**src/rtl/am_eval_pkg.sv**
```systemverilog
`default_nettype none
// ============================================================================
// Module      : am_eval_pkg
// Description : Shared definitions for approximate-multiplier evaluation
//               monitors: default widths, window FSM state encoding and the
//               accumulator width helper.
// Ports       : none (package)
// Revision    : 1.0 - initial release
// ============================================================================
package am_eval_pkg;

    localparam int c_w_default       = 8;
    localparam int c_cnt_w_default   = 17;
    localparam int c_samples_default = 65536;

    // Sum of |error| over up to 2^cnt_w-1 samples, each below 2^(2w).
    function automatic int calc_sum_w(input int w, input int cnt_w);
        return 2 * w + cnt_w;
    endfunction

    typedef enum logic [1:0] {
        IDLE  = 2'd0,
        RUN   = 2'd1,
        DRAIN = 2'd2,
        DONE  = 2'd3
    } state_t;

endpackage : am_eval_pkg
`default_nettype wire

```
**src/rtl/am_ed_calc.sv**
```systemverilog
`default_nettype none
// ============================================================================
// Module      : am_ed_calc
// Description : Combinational error-distance calculator. Recomputes the exact
//               product of two unsigned operands and compares it against an
//               approximate product.
// Ports       : i_x, i_y  - W-bit unsigned operands
//               i_z       - 2W-bit approximate product
//               o_p       - exact product x*y (2W bits)
//               o_d       - signed error z - p (2W+1 bits)
//               o_ed      - error distance |z - p| (2W bits)
// Revision    : 1.0 - initial release
// ============================================================================
module am_ed_calc #(
    parameter int W = 8
) (
    input  logic [W-1:0]          i_x,
    input  logic [W-1:0]          i_y,
    input  logic [2*W-1:0]        i_z,
    output logic [2*W-1:0]        o_p,
    output logic signed [2*W:0]   o_d,
    output logic [2*W-1:0]        o_ed
);

    logic [2*W-1:0] w_p;

    always_comb begin
        w_p  = {{W{1'b0}}, i_x} * {{W{1'b0}}, i_y};
        o_p  = w_p;
        o_d  = $signed({1'b0, i_z}) - $signed({1'b0, w_p});
        // Magnitude taken by ordered subtraction so it stays 2W bits wide.
        o_ed = (i_z >= w_p) ? (i_z - w_p) : (w_p - i_z);
    end

endmodule : am_ed_calc
`default_nettype wire

```
**src/rtl/am_error_monitor.sv**
```systemverilog
`default_nettype none
// ============================================================================
// Module      : am_error_monitor
// Description : Streaming error-statistics accumulator for an approximate
//               unsigned WxW multiplier. Collects error count, sum of error
//               distance, signed error sum and maximum error distance (with
//               the operands that first produced it) over a window of
//               SAMPLES accepted operand pairs.
// Ports       : clk, rst            - clock, synchronous active-high reset
//               start               - clear and begin a window (IDLE/DONE only)
//               in_valid/in_ready   - sample handshake
//               x, y, z             - operands and approximate product
//               busy                - high while collecting or draining
//               done                - one-cycle pulse when results are final
//               sample_cnt, err_cnt - samples accumulated / erroneous samples
//               sum_ed, sum_sed     - sum of |z-xy|, signed sum of (z-xy)
//               max_ed, max_x, max_y- largest |z-xy| and its first operands
// Revision    : 1.0 - initial release
// ============================================================================
module am_error_monitor
    import am_eval_pkg::*;
#(
    parameter int W       = c_w_default,
    parameter int SAMPLES = c_samples_default,
    parameter int CNT_W   = c_cnt_w_default,
    parameter int SUM_W   = calc_sum_w(W, CNT_W)
) (
    input  logic                  clk,
    input  logic                  rst,
    input  logic                  start,
    input  logic                  in_valid,
    output logic                  in_ready,
    input  logic [W-1:0]          x,
    input  logic [W-1:0]          y,
    input  logic [2*W-1:0]        z,
    output logic                  busy,
    output logic                  done,
    output logic [CNT_W-1:0]      sample_cnt,
    output logic [CNT_W-1:0]      err_cnt,
    output logic [SUM_W-1:0]      sum_ed,
    output logic signed [SUM_W:0] sum_sed,
    output logic [2*W-1:0]        max_ed,
    output logic [W-1:0]          max_x,
    output logic [W-1:0]          max_y
);

    localparam logic [CNT_W-1:0] c_last    = CNT_W'(SAMPLES - 1);
    localparam logic [CNT_W-1:0] c_cnt_one = CNT_W'(1);

    state_t r_state;
    state_t w_state_next;

    logic [CNT_W-1:0] r_acc_cnt;
    logic             r_in_ready;
    logic             r_busy;
    logic             r_done;

    // Stage 1: captured sample
    logic             r_s1_valid;
    logic [W-1:0]     r_s1_x;
    logic [W-1:0]     r_s1_y;
    logic [2*W-1:0]   r_s1_z;

    // Stage 2: evaluated sample
    logic             r_s2_valid;
    logic [W-1:0]     r_s2_x;
    logic [W-1:0]     r_s2_y;
    logic signed [2*W:0] r_s2_d;
    logic [2*W-1:0]   r_s2_ed;
    logic             r_s2_err;

    // Accumulators
    logic [CNT_W-1:0]      r_sample_cnt;
    logic [CNT_W-1:0]      r_err_cnt;
    logic [SUM_W-1:0]      r_sum_ed;
    logic signed [SUM_W:0] r_sum_sed;
    logic [2*W-1:0]        r_max_ed;
    logic [W-1:0]          r_max_x;
    logic [W-1:0]          r_max_y;

    logic             w_start_ok;
    logic             w_accept;
    logic             w_last_accept;
    logic             w_pipe_empty;
    logic [2*W-1:0]   w_p;
    logic signed [2*W:0] w_d;
    logic [2*W-1:0]   w_ed;

    assign w_start_ok    = start && ((r_state == IDLE) || (r_state == DONE));
    // in_ready is only ever high in RUN, so accepts happen only there.
    assign w_accept      = in_valid && r_in_ready;
    assign w_last_accept = w_accept && (r_acc_cnt == c_last);
    assign w_pipe_empty  = !r_s1_valid && !r_s2_valid;

    // ------------------------------------------------------------------
    // Window FSM
    // ------------------------------------------------------------------
    always_ff @(posedge clk) begin
        if (rst) begin
            r_state <= IDLE;
        end else begin
            r_state <= w_state_next;
        end
    end

    always_comb begin
        w_state_next = r_state;
        case (r_state)
            IDLE:    if (start)         w_state_next = RUN;
            RUN:     if (w_last_accept) w_state_next = DRAIN;
            DRAIN:   if (w_pipe_empty)  w_state_next = DONE;
            DONE:    if (start)         w_state_next = RUN;
            default:                    w_state_next = IDLE;
        endcase
    end

    // ------------------------------------------------------------------
    // Handshake, status flags and accepted-sample counter
    // ------------------------------------------------------------------
    always_ff @(posedge clk) begin
        if (rst) begin
            r_acc_cnt  <= '0;
            r_in_ready <= 1'b0;
            r_busy     <= 1'b0;
            r_done     <= 1'b0;
        end else begin
            if (w_start_ok) begin
                r_acc_cnt  <= '0;
                r_in_ready <= 1'b1;
            end else if (w_accept) begin
                r_acc_cnt <= r_acc_cnt + c_cnt_one;
                if (w_last_accept) begin
                    r_in_ready <= 1'b0;
                end
            end
            r_busy <= (w_state_next == RUN) || (w_state_next == DRAIN);
            r_done <= (w_state_next == DONE) && (r_state != DONE);
        end
    end

    // ------------------------------------------------------------------
    // Two-stage sample pipeline
    // ------------------------------------------------------------------
    always_ff @(posedge clk) begin
        if (rst) begin
            r_s1_valid <= 1'b0;
            r_s2_valid <= 1'b0;
        end else begin
            r_s1_valid <= w_accept;
            r_s2_valid <= r_s1_valid;
        end
    end

    always_ff @(posedge clk) begin
        if (w_accept) begin
            r_s1_x <= x;
            r_s1_y <= y;
            r_s1_z <= z;
        end
        if (r_s1_valid) begin
            r_s2_x   <= r_s1_x;
            r_s2_y   <= r_s1_y;
            r_s2_d   <= w_d;
            r_s2_ed  <= w_ed;
            r_s2_err <= (r_s1_z != w_p);
        end
    end

    am_ed_calc #(
        .W (W)
    ) u_ed_calc (
        .i_x  (r_s1_x),
        .i_y  (r_s1_y),
        .i_z  (r_s1_z),
        .o_p  (w_p),
        .o_d  (w_d),
        .o_ed (w_ed)
    );

    // ------------------------------------------------------------------
    // Accumulators
    // ------------------------------------------------------------------
    always_ff @(posedge clk) begin
        if (rst || w_start_ok) begin
            r_sample_cnt <= '0;
            r_err_cnt    <= '0;
            r_sum_ed     <= '0;
            r_sum_sed    <= '0;
            r_max_ed     <= '0;
            r_max_x      <= '0;
            r_max_y      <= '0;
        end else if (r_s2_valid) begin
            r_sample_cnt <= r_sample_cnt + c_cnt_one;
            r_err_cnt    <= r_err_cnt + {{(CNT_W-1){1'b0}}, r_s2_err};
            r_sum_ed     <= r_sum_ed + {{(SUM_W-2*W){1'b0}}, r_s2_ed};
            r_sum_sed    <= r_sum_sed + {{(SUM_W-2*W){r_s2_d[2*W]}}, r_s2_d};
            // Strictly greater: ties keep the earliest sample's operands.
            if (r_s2_ed > r_max_ed) begin
                r_max_ed <= r_s2_ed;
                r_max_x  <= r_s2_x;
                r_max_y  <= r_s2_y;
            end
        end
    end

    assign in_ready   = r_in_ready;
    assign busy       = r_busy;
    assign done       = r_done;
    assign sample_cnt = r_sample_cnt;
    assign err_cnt    = r_err_cnt;
    assign sum_ed     = r_sum_ed;
    assign sum_sed    = r_sum_sed;
    assign max_ed     = r_max_ed;
    assign max_x      = r_max_x;
    assign max_y      = r_max_y;

endmodule : am_error_monitor
`default_nettype wire

```
**config.mk**
```make
export PLATFORM = sky130hd
export DESIGN_NAME = am_error_monitor
export DESIGN_NICKNAME = d
export VERILOG_FILES = /design/src/rtl/am_eval_pkg.sv /design/src/rtl/am_ed_calc.sv /design/src/rtl/am_error_monitor.sv
export SDC_FILE = /design/constraint.sdc
export NUM_CORES = 1
export LEC_CHECK = 0
export ABC_CLOCK_PERIOD_IN_PS = 7100
export BUFFER_PORTS_ARGS = -buffer_cell sky130_fd_sc_hd__buf_2
export CAP_MARGIN = 40
export CORE_UTILIZATION = 55
export DETAILED_ROUTE_END_ITERATION = 10
export PLACE_DENSITY = 0.76
export SYNTH_ARGS = -nofsm -noshare
export SYNTH_HDL_FRONTEND = slang
export SYNTH_SLANG_ARGS = --single-unit
```
**constraint.sdc**
```tcl
create_clock -name clk -period 7.1 [get_ports clk]
set_input_delay 0.71 -clock clk [delete_from_list [all_inputs] [get_ports clk]]
set_output_delay 0.71 -clock clk [all_outputs]
set_load 0.02 [all_outputs]
```
==> results.json, run 1 <==
{
  "grt-ovfl-total": 0,
  "antenna_found_initial": 0,
  "stdcell_count": 2229,
  "ant_nets": 0,
  "ys_ff_latch": 238,
  "synth_top_family_by_area": "simple AND/OR/NAND/NOR gates",
  "yosys.area_share.simple_pct": 16.88,
  "place_inst": 2179,
  "yosysWarnings": 0,
  "rsz0062_at_grt": "no",
  "synth_top_area_cell": "dfxtp_1",
  "finalClockSkew_ps": 16.88,
  "postCtsSetupRepairBufs": 0,
  "cts_buffers": 27,
  "vdd_drop_max_mv": 0.2055,
  "synth-adder-area-share_pct": 16.68,
  "place_area_um2": 16610,
  "setup_violations": 0,
  "synthTopCellsByArea": "dfxtp_1 (20%), edfxtp_1 (16%), ha_1 (11%)",
  "cts.sinks": 238,
  "nets": 2053,
  "totalWireLength_um": 36990,
  "dieArea_um2": 28640,
  "yosysSeqAreaShare_pct": 36.25,
  "grt_use_total_pct": 25.51,
  "clock-root-buffer": "clkbuf_16",
  "rows": 60,
  "drtPass1Iterations": 5,
  "synth_xor_area_share_pct": 7.289,
  "viasPerCell": 5.608,
  "power.density_nw_per_um2": 289.1,
  "detail_route.iter0.violations": 845,
  "setup.worst_path.class": "flip-flop to flip-flop",
  "status": "complete, no violations",
  "period_minus_slack_ps": 6688,
  "clkTransAtPathRegs_ps": 60,
  "worst_slew_pin_slew_ps": 770.1,
  "place_hpwl_um": 27650,
  "fin_crit_sh_pct": 94.19,
  "grt-busiest-layer": "met2",
  "cp.required_ps": 7400,
  "grt_pass1_vias": 11910,
  "grt_util_met1_pct": 34.24,
  "relSlewSlack_pct": 48.66,
  "io_pins": 172,
  "cts_hold_buf": 0,
  "die_h_um": 169.2,
  "async_flop_share_pct": 0,
  "arrival_ps": 6990,
  "cap_viol_max_count": 0,
  "use_met2_pct": 42.33,
  "synth_compound_area_share_pct": 14.97,
  "p_leak_nw": 7.676,
  "cts_tree": "built",
  "holdWs_ps": 335.5,
  "wl_per_cell_um": 16.60,
  "place.gp.congestion": 0.9006,
  "portBuffers": 171,
  "clockBufferDepth": 3,
  "fin_area_um2": 17510,
  "critPathMaxFanout": 12,
  "antennaDiodeCount": 0,
  "synth_top_area_share_pct": 20.44,
  "synthesis.area_um2": 15380,
  "maxSlewViolCount": 0,
  "clk_latency_ps": 560,
  "hold_viol": 0,
  "hp-class": "primary input to flip-flop",
  "core_um2": 27180,
  "drc": 0,
  "cp-start-kind": "flip-flop",
  "synth_edf_count": 81,
  "grt_pass1_wl_um": 59610,
  "syn_nets": 1904,
  "tns_ps": 0,
  "grt_max_degree": 61,
  "critPathCaptureType": "flip-flop",
  "max_freq_ghz": 0.1495,
  "gr-usage-met3_pct": 3.708,
  "htreeDepth": 1,
  "netlist_instances": 1687,
  "synth_mux_area_share_pct": 3.230,
  "areaGrowthSynthToFinish_pct": 13.87,
  "syn_area_per_cell_um2": 9.117,
  "layout-drive-gt1-share_pct": 14.27,
  "die_x_um": 169.2,
  "total_power_mw": 5.062,
  "start_util_pct": 56.59,
  "ys_types": 70,
  "vias": 12500,
  "synth_ff_type": "dfxtp_1"
}
final cells by class:
type	count	area, µm²
clock buffer	31	711.9
clock inverter	19	173.9
fill	2331	9663
inverter	125	469.2
multi-input combinational	1261	9111
sequential	238	5580
tap	372	465.4
timing repair buffer	183	1001
cell usage in the layout (no fill, tap or decap), types with 60 or more instances in the layout:
cell / count
a21oi_1: 125
buf_2: 171
dfxtp_1: 155
edfxtp_1: 81
ha_1: 141
inv_1: 124
nand2_1: 121
nand3_1: 75
nor2_1: 156
o21ai_0: 86
xnor2_1: 68
xor2_1: 60
power breakdown:
part           total, mW  switching [mW]  internal (mW)
combinational       2.07            1.24          0.836
clock               1.37           0.577          0.798
sequential          1.61          0.0534           1.56
synthesized netlist by cell type, types with 4 or more instances:
cell / number
mux2_2: 5
dfxtp_1: 157
nor2b_1: 18
o21a_1: 15
edfxtp_1: 81
xnor2_1: 68
or3_1: 12
nor3b_1: 5
o21ai_1: 4
o21bai_1: 8
or2_2: 5
xor2_1: 60
nor3_1: 24
fa_1: 40
and2_1: 46
a31o_2: 8
nand4_1: 23
o31ai_1: 4
clkbuf_1: 49
buf_2: 5
and4_1: 4
a21o_1: 43
a211oi_1: 14
nand3b_1: 7
nor2_1: 156
nand2_1: 121
and3_1: 20
ha_1: 141
a21oi_1: 125
a31oi_1: 9
nand3_1: 75
o21ai_0: 86
inv_1: 124
a221oi_1: 5
mux2i_1: 44
o211ai_1: 13
nand2b_1: 9
buf_1: 7
layer usage:
metal,vias to the layer above,part of all wire [%]
li1,6195,-
met1,5934,45
met2,311,47
met3,61,5.3
met4,0,2.9
met5,-,0
state kept, by name, indices dropped and copies added, names as in the netlist, 8 cells and up:
signal	cells
err_cnt	17
max_ed	16
max_x	8
max_y	8
r_acc_cnt	17
r_s1_x	8
r_s1_y	8
r_s1_z	16
r_s2_d	17
r_s2_ed	15
r_s2_x	8
r_s2_y	8
sample_cnt	17
sum_ed	33
sum_sed	34
through the flow:
step                      util [%]  setup slack [ps]
after floorplan                  -             761.9
after global placement       60.81             314.5
after detailed placement     61.12             245.7
after CTS                    64.38             236.7
after global routing         64.44             74.68
final                        64.44             412.3
worst max-delay path, stage by stage, from the launching register on:
cell and delay [ps]:
edfxtp_1 510, and2_1 230, fa_1 530, inv_1 50, fa_1 460, fa_1 520, fa_1 540, inv_1 40
ha_1 320, nor2b_1 150, o21a_1 180, nor3_1 260, o31ai_1 150, or2_2 330, xor2_1 160, ha_1 400
and4_1 300, a221oi_2 350, and3b_1 280, a21bo_4 280, o211ai_1 130, o21ai_0 150, xnor2_1 110
worst paths after layout:
kind	slack, ps	cells after the start	startpoint	to
worst max register to register	410	22	r_s1_y[4]	r_s2_ed[9]
worst max-delay path	410	22	r_s1_y[4]	r_s2_ed[9]
worst min register to register	460	2	sum_sed[32]	sum_sed[32]
worst min-delay path	340	1	y[1]	r_s1_y[1]
repair_timing:
| item | in CTS | in global routing |
|---|---|---|
| endpoints found under the hold margin | 0 | 0 |
| endpoints found under the setup margin | 0 | 14 |
| resized for setup | 0 | 3 |
kinds of logic (layout without fill, tap and decap cells):
group,Yosys count,count (layout)
buffers and inverters,188,358
DFF,238,238
muxes,49,49
xor gates and xnor gates,128,128
and+or+nand+nor,537,537
adders and majority gates,181,181
AOI/OAI and AO/OA,366,366
Power figures use the tool's default switching activity.
==> run 2, diff against run 1 <==
RECOVER_POWER = 100   (was unset)
==> run 2 against run 1 <==
Compared with the run above: the run now ends with max-capacitance violations, max-slew violations left; fmax decreased by 0.30%; highest routed layer unchanged; critical path depth unchanged; global-route usage unchanged; die area unchanged; clock power about the same; cell count stayed put; count of clock-buffer cells in the layout stayed put; design area down 1.4%; flip-flop and latch count stayed put; via count rose by 0.30%; register-to-register slack got worse by 20 ps; combinational power is essentially flat; critical endpoint unchanged.
==> results.json, run 2 (synthesis results as in run 1) <==
{
  "viasPerCell": 5.625,
  "total_power_mw": 5.059,
  "period_minus_slack_ps": 6708,
  "cp.required_ps": 7390,
  "vdd_drop_max_mv": 0.2057,
  "htreeDepth": 1,
  "worst_slew_pin_slew_ps": 2699,
  "rsz0062_at_grt": "no",
  "place_hpwl_um": 27650,
  "place.gp.congestion": 0.9006,
  "arrival_ps": 7000,
  "layout.cells.most_common": "nor2_1",
  "clk_latency_ps": 550,
  "fin_crit_sh_pct": 94.48,
  "setup.worst_path.class": "flip-flop to flip-flop",
  "dieArea_um2": 28640,
  "violations": "max-capacitance violations, max-slew violations",
  "cts_hold_buf": 0,
  "clock-root-buffer": "clkbuf_16",
  "cap_viol_max_count": 4,
  "critPathMaxFanout": 12,
  "tns_ps": 0,
  "grt_pass1_wl_um": 59610,
  "cp-start-kind": "flip-flop",
  "grt_pass1_vias": 11910,
  "grt_use_total_pct": 25.51,
  "antenna_found_initial": 0,
  "drc": 0,
  "vias": 12540,
  "ant_nets": 0,
  "areaGrowthSynthToFinish_pct": 12.27,
  "layout-drive-gt1-share_pct": 6.354,
  "totalWireLength_um": 37040,
  "cts_buffers": 27,
  "grt-ovfl-total": 0,
  "max_freq_ghz": 0.1491,
  "start_util_pct": 56.59,
  "wl_per_cell_um": 16.62,
  "relSlewSlack_pct": -79.90,
  "portBuffers": 171,
  "setup_violations": 0,
  "io_pins": 172,
  "clockBufferDepth": 3,
  "critPathCaptureType": "flip-flop",
  "maxSlewViolCount": 205,
  "fillers": 2423,
  "hp-class": "primary input to flip-flop",
  "rows": 60,
  "antennaDiodeCount": 0,
  "cts_tree": "built",
  "power.density_nw_per_um2": 293.0,
  "nets": 2053,
  "die_h_um": 169.2,
  "holdWs_ps": 335.2,
  "hold_viol": 0,
  "detail_route.iter0.violations": 812,
  "grt_max_degree": 61,
  "final_cell_mix": "nor2_1 (156), dfxtp_1 (155), clkbuf_1 (144), ha_1 (141), a21oi_1 (125)",
  "die_x_um": 169.2,
  "clkTransAtPathRegs_ps": 60,
  "p_leak_nw": 7.056,
  "core_um2": 27180,
  "largest_reg_flops": 34,
  "finalClockSkew_ps": 14.68,
  "drtPass1Iterations": 5,
  "status": "finished with violations",
  "cts.sinks": 238
}
[run 2: changes by cell type in the layout (fill, tap and decap cells not counted), moves of 2 or more]
cell | previous run | this run
and2_0 | 0 | 4
and2_1 | 45 | 41
buf_2 | 171 | 34
buf_4 | 8 | 5
clkbuf_1 | 3 | 144
o21ba_1 | 0 | 2
o21ba_2 | 3 | 1
[run 2: layout make-up]
type | count | area, µm² | share of cell area [%]
repair buffers | 183 | 794.5 | 4.601
multi-input cells | 1261 | 9071 | 52.54
clock inverters | 19 | 173.9 | 1.007
flip-flops and latches | 238 | 5580 | 32.32
well taps | 372 | 465.4 | 2.696
inverters | 125 | 469.2 | 2.717
clock buffers | 31 | 711.9 | 4.123
[run 2: power by group]
group	total [mW]	switching (mW)	internal (mW)
registers	1.62	0.0535	1.56
clock network	1.37	0.577	0.798
logic	2.07	1.24	0.830
[run 2: metrics by stage]
step	utilization, %	setup slack (ps)	cell area [µm²]	std cells
after CTS	64.38	236.7	17500	2229
after global routing	63.54	59.84	17270	2229
after floorplan	-	761.9	15380	1687
after global placement	60.81	314.5	16530	2175
final	63.54	392.0	17270	2229
after detailed placement	61.12	245.7	16610	2179
[run 2: worst max-delay path: stages, from the launching register on]
cell	delay, ps
edfxtp_1	520
and2_0	240
fa_1	540
inv_1	50
fa_1	460
fa_1	520
fa_1	540
inv_1	40
ha_1	320
nor2b_1	150
o21a_1	180
nor3_1	270
o31ai_1	150
or2_2	330
xor2_1	160
ha_1	400
and4_1	300
a221oi_2	350
and3b_1	280
a21bo_4	280
o211ai_1	130
o21ai_0	150
xnor2_1	120
[run 2: worst paths after layout]
path | cells after the start | endpoint | start | slack [ps]
hold reg to reg | 2 | sum_sed[32] | sum_sed[32] | 470
setup reg to reg | 22 | r_s2_ed[9] | r_s1_y[4] | 390
setup / recovery | 22 | r_s2_ed[9] | r_s1_y[4] | 390
hold / removal | 1 | r_s1_y[1] | y[1] | 340
[run 2: per-layer routing]
layer  global-route usage [%]  vias to the layer above  share of wire [%]
met2                    42.33                      305                 47
met3                    3.708                       63                5.3
li1                         -                     6202                  -
met1                    34.24                     5969                 45
met4                    8.186                        0                3.0
met5                        0                        -                  0
[run 2: repair_timing]
action | CTS | global route
endpoints found under the setup margin | 0 | 14
resized for setup | 0 | 3
buffers inserted | 0 | 0
==> run 3, diff against run 2 <==
CORE_UTILIZATION = 40   (was 55)
PLACE_DENSITY = unset   (was 0.76)
==> run 3 against run 2 <==
Compared with the run above: critical path type unchanged; fmax grew 0.57%; largest power group unchanged; global-route usage shrank 6.2 points; sequential power is essentially flat; die area grew 37%; critical endpoint is now r_s2_ed[5]; core utilization shrank 17 points; the run still ends with max-capacitance violations, max-slew violations left.
==> results.json, run 3 (synthesis results as in run 1) <==
{
  "critPathCaptureType": "flip-flop",
  "clockBufferDepth": 3,
  "status": "finished with violations",
  "power.density_nw_per_um2": 297.9,
  "grt_use_total_pct": 19.34,
  "worstReg2RegStart": "r_s1_y[4]",
  "nets": 2054,
  "p_leak_nw": 7.145,
  "setup_violations": 0,
  "rsz0062_at_grt": "no",
  "rows": 71,
  "cts.sinks": 238,
  "postCtsSetupRepairBufs": 0,
  "cts_tree": "built",
  "power_frac_clock_pct": 30.1,
  "io_pins": 172,
  "multi_input_area_um2": 9066,
  "viasPerCell": 5.240,
  "die_x_um": 198.1,
  "fin_crit_sh_pct": 93.94,
  "htreeDepth": 1,
  "layout-drive-gt1-share_pct": 6.563,
  "start_util_pct": 40.74,
  "hold_viol": 0,
  "final_cell_mix": "nor2_1 (156), dfxtp_1 (156), clkbuf_1 (144), ha_1 (141)",
  "wl_per_cell_um": 16.20,
  "totalWireLength_um": 38420,
  "clkTransAtPathRegs_ps": 60,
  "place_area_um2": 16790,
  "relSlewSlack_pct": -109.9,
  "fin_area_um2": 17610,
  "detail_route.iter0.violations": 619,
  "stdcell_count": 2371,
  "drc": 0,
  "slowest_stage": "fa_1",
  "power_frac_comb_pct": 39.1,
  "grt_max_degree": 83,
  "clock-root-buffer": "clkbuf_16",
  "antenna_found_initial": 1,
  "die_h_um": 198.1,
  "hp-class": "primary input to flip-flop",
  "max_stage_delay_ps": 550,
  "post-route-util_pct": 46.64,
  "grt_pass1_vias": 11720,
  "worst-path-buf-inv": 2,
  "pwr-share-seq_pct": 30.8,
  "violations": "max-capacitance violations, max-slew violations",
  "min_from": "z[13]",
  "cp-start-kind": "flip-flop",
  "clk_latency_ps": 560,
  "grt_pass1_wl_um": 60670,
  "crit_chain": "and2_0 > fa_1 > inv_1 > fa_1 > fa_1 > fa_1 > inv_1 > ha_1 > nor2b_1 > o21a_1 > nor3_1 > o31ai_1 > or2_2 > xor2_1 > ha_1 > and4_1 > a221oi_2 > and3b_1 > a21bo_2 > mux2_2",
  "finalClockSkew_ps": 10.83,
  "drtPass1Iterations": 5,
  "place_hpwl_um": 28980,
  "maxSlewViolCount": 245,
  "core_um2": 37760,
  "dieArea_um2": 39240,
  "intPower_mw": 3.362,
  "areaGrowthSynthToFinish_pct": 14.50,
  "vdd_drop_max_mv": 0.1836,
  "cap_viol_max_count": 4,
  "ant_nets": 0,
  "tns_ps": 0,
  "period_minus_slack_ps": 6670,
  "critPathMaxFanout": 12,
  "cp.required_ps": 7410,
  "largest_reg_flops": 34,
  "cts_buffers": 29,
  "crit_family": "adder cells",
  "setup.worst_path.class": "flip-flop to flip-flop",
  "portBuffers": 171,
  "worstSetupStartpoint": "r_s1_y[4]",
  "power_switching_mw": 1.884,
  "fillers": 3716,
  "register_area_um2": 5579,
  "vias": 12430,
  "place.gp.congestion": 0.9408,
  "cpMostUsedCell": "fa_1",
  "cts_hold_buf": 0,
  "total_power_mw": 5.246,
  "max_freq_ghz": 0.1499,
  "worst_slew_pin_slew_ps": 3148,
  "place_inst": 2317,
  "grt-ovfl-total": 0,
  "arrival_ps": 6980,
  "switching_share_pct": 35.90
}
## run 3: changes by cell type in the layout (fill, tap and decap cells not counted), sizes merged
cell      change
clkbuf        +8
clkinvlp      -4
buf           -2
bufinv        +1
clkinv        -1
diode         +1
## run 3: worst paths after layout
| check | endpoint | slack (ps) | cells past startpoint |
|---|---|---|---|
| worst min-delay path | r_s1_z[13] | 320 | 1 |
| worst max-delay path | r_s2_ed[5] | 430 | 20 |
| worst max register to register | r_s2_ed[5] | 430 | 20 |
| worst min register to register | max_y[2] | 480 | 2 |
## run 3: per-stage QoR
| stage | hold WS [ps] | setup slack (ps) |
|---|---|---|
| after global routing | 288.9 | 58.86 |
| final | 319.1 | 429.9 |
| after floorplan | 471.4 | 761.9 |
| after CTS | 279.2 | 299.6 |
| after global placement | 460.4 | 458.2 |
| after detailed placement | 466.9 | 322.3 |
## run 3: final cells by class
class | count | area share [%]
sequential | 238 | 31.68
clock buffer | 38 | 4.967
multi-input combinational | 1261 | 51.49
tap | 511 | 3.631
inverter | 125 | 2.664
clock inverter | 15 | 0.9379
antenna | 1 | 0.01421
timing repair buffer | 182 | 4.618
## run 3: what timing repair did
item	4_1_cts	5_1_grt
gates resized for setup	0	1
endpoints found under the setup margin	0	12
endpoints found under the hold margin	0	0
## run 3: per-layer routing
| metal | vias to the layer above | global-route usage [%] | part of all wire [%] |
|---|---|---|---|
| met4 | 0 | 7.379 | 4.0 |
| met5 | - | 0 | 0 |
| met3 | 76 | 2.691 | 3.9 |
| met1 | 5851 | 25.01 | 45 |
| met2 | 287 | 32.63 | 47 |
| li1 | 6211 | - | - |
## run 3: power by group through the flow
| stage | sequential [mW] | combinational (mW) | clock, mW |
|---|---|---|---|
| global placement | 1.65 | 2.00 | 0 |
| floorplan | 1.62 | 1.53 | 0 |
| finish | 1.62 | 2.05 | 1.58 |
| global route | 1.62 | 2.28 | 1.68 |
| CTS | 1.62 | 2.05 | 1.63 |
| detailed placement | 1.65 | 2.03 | 0 |
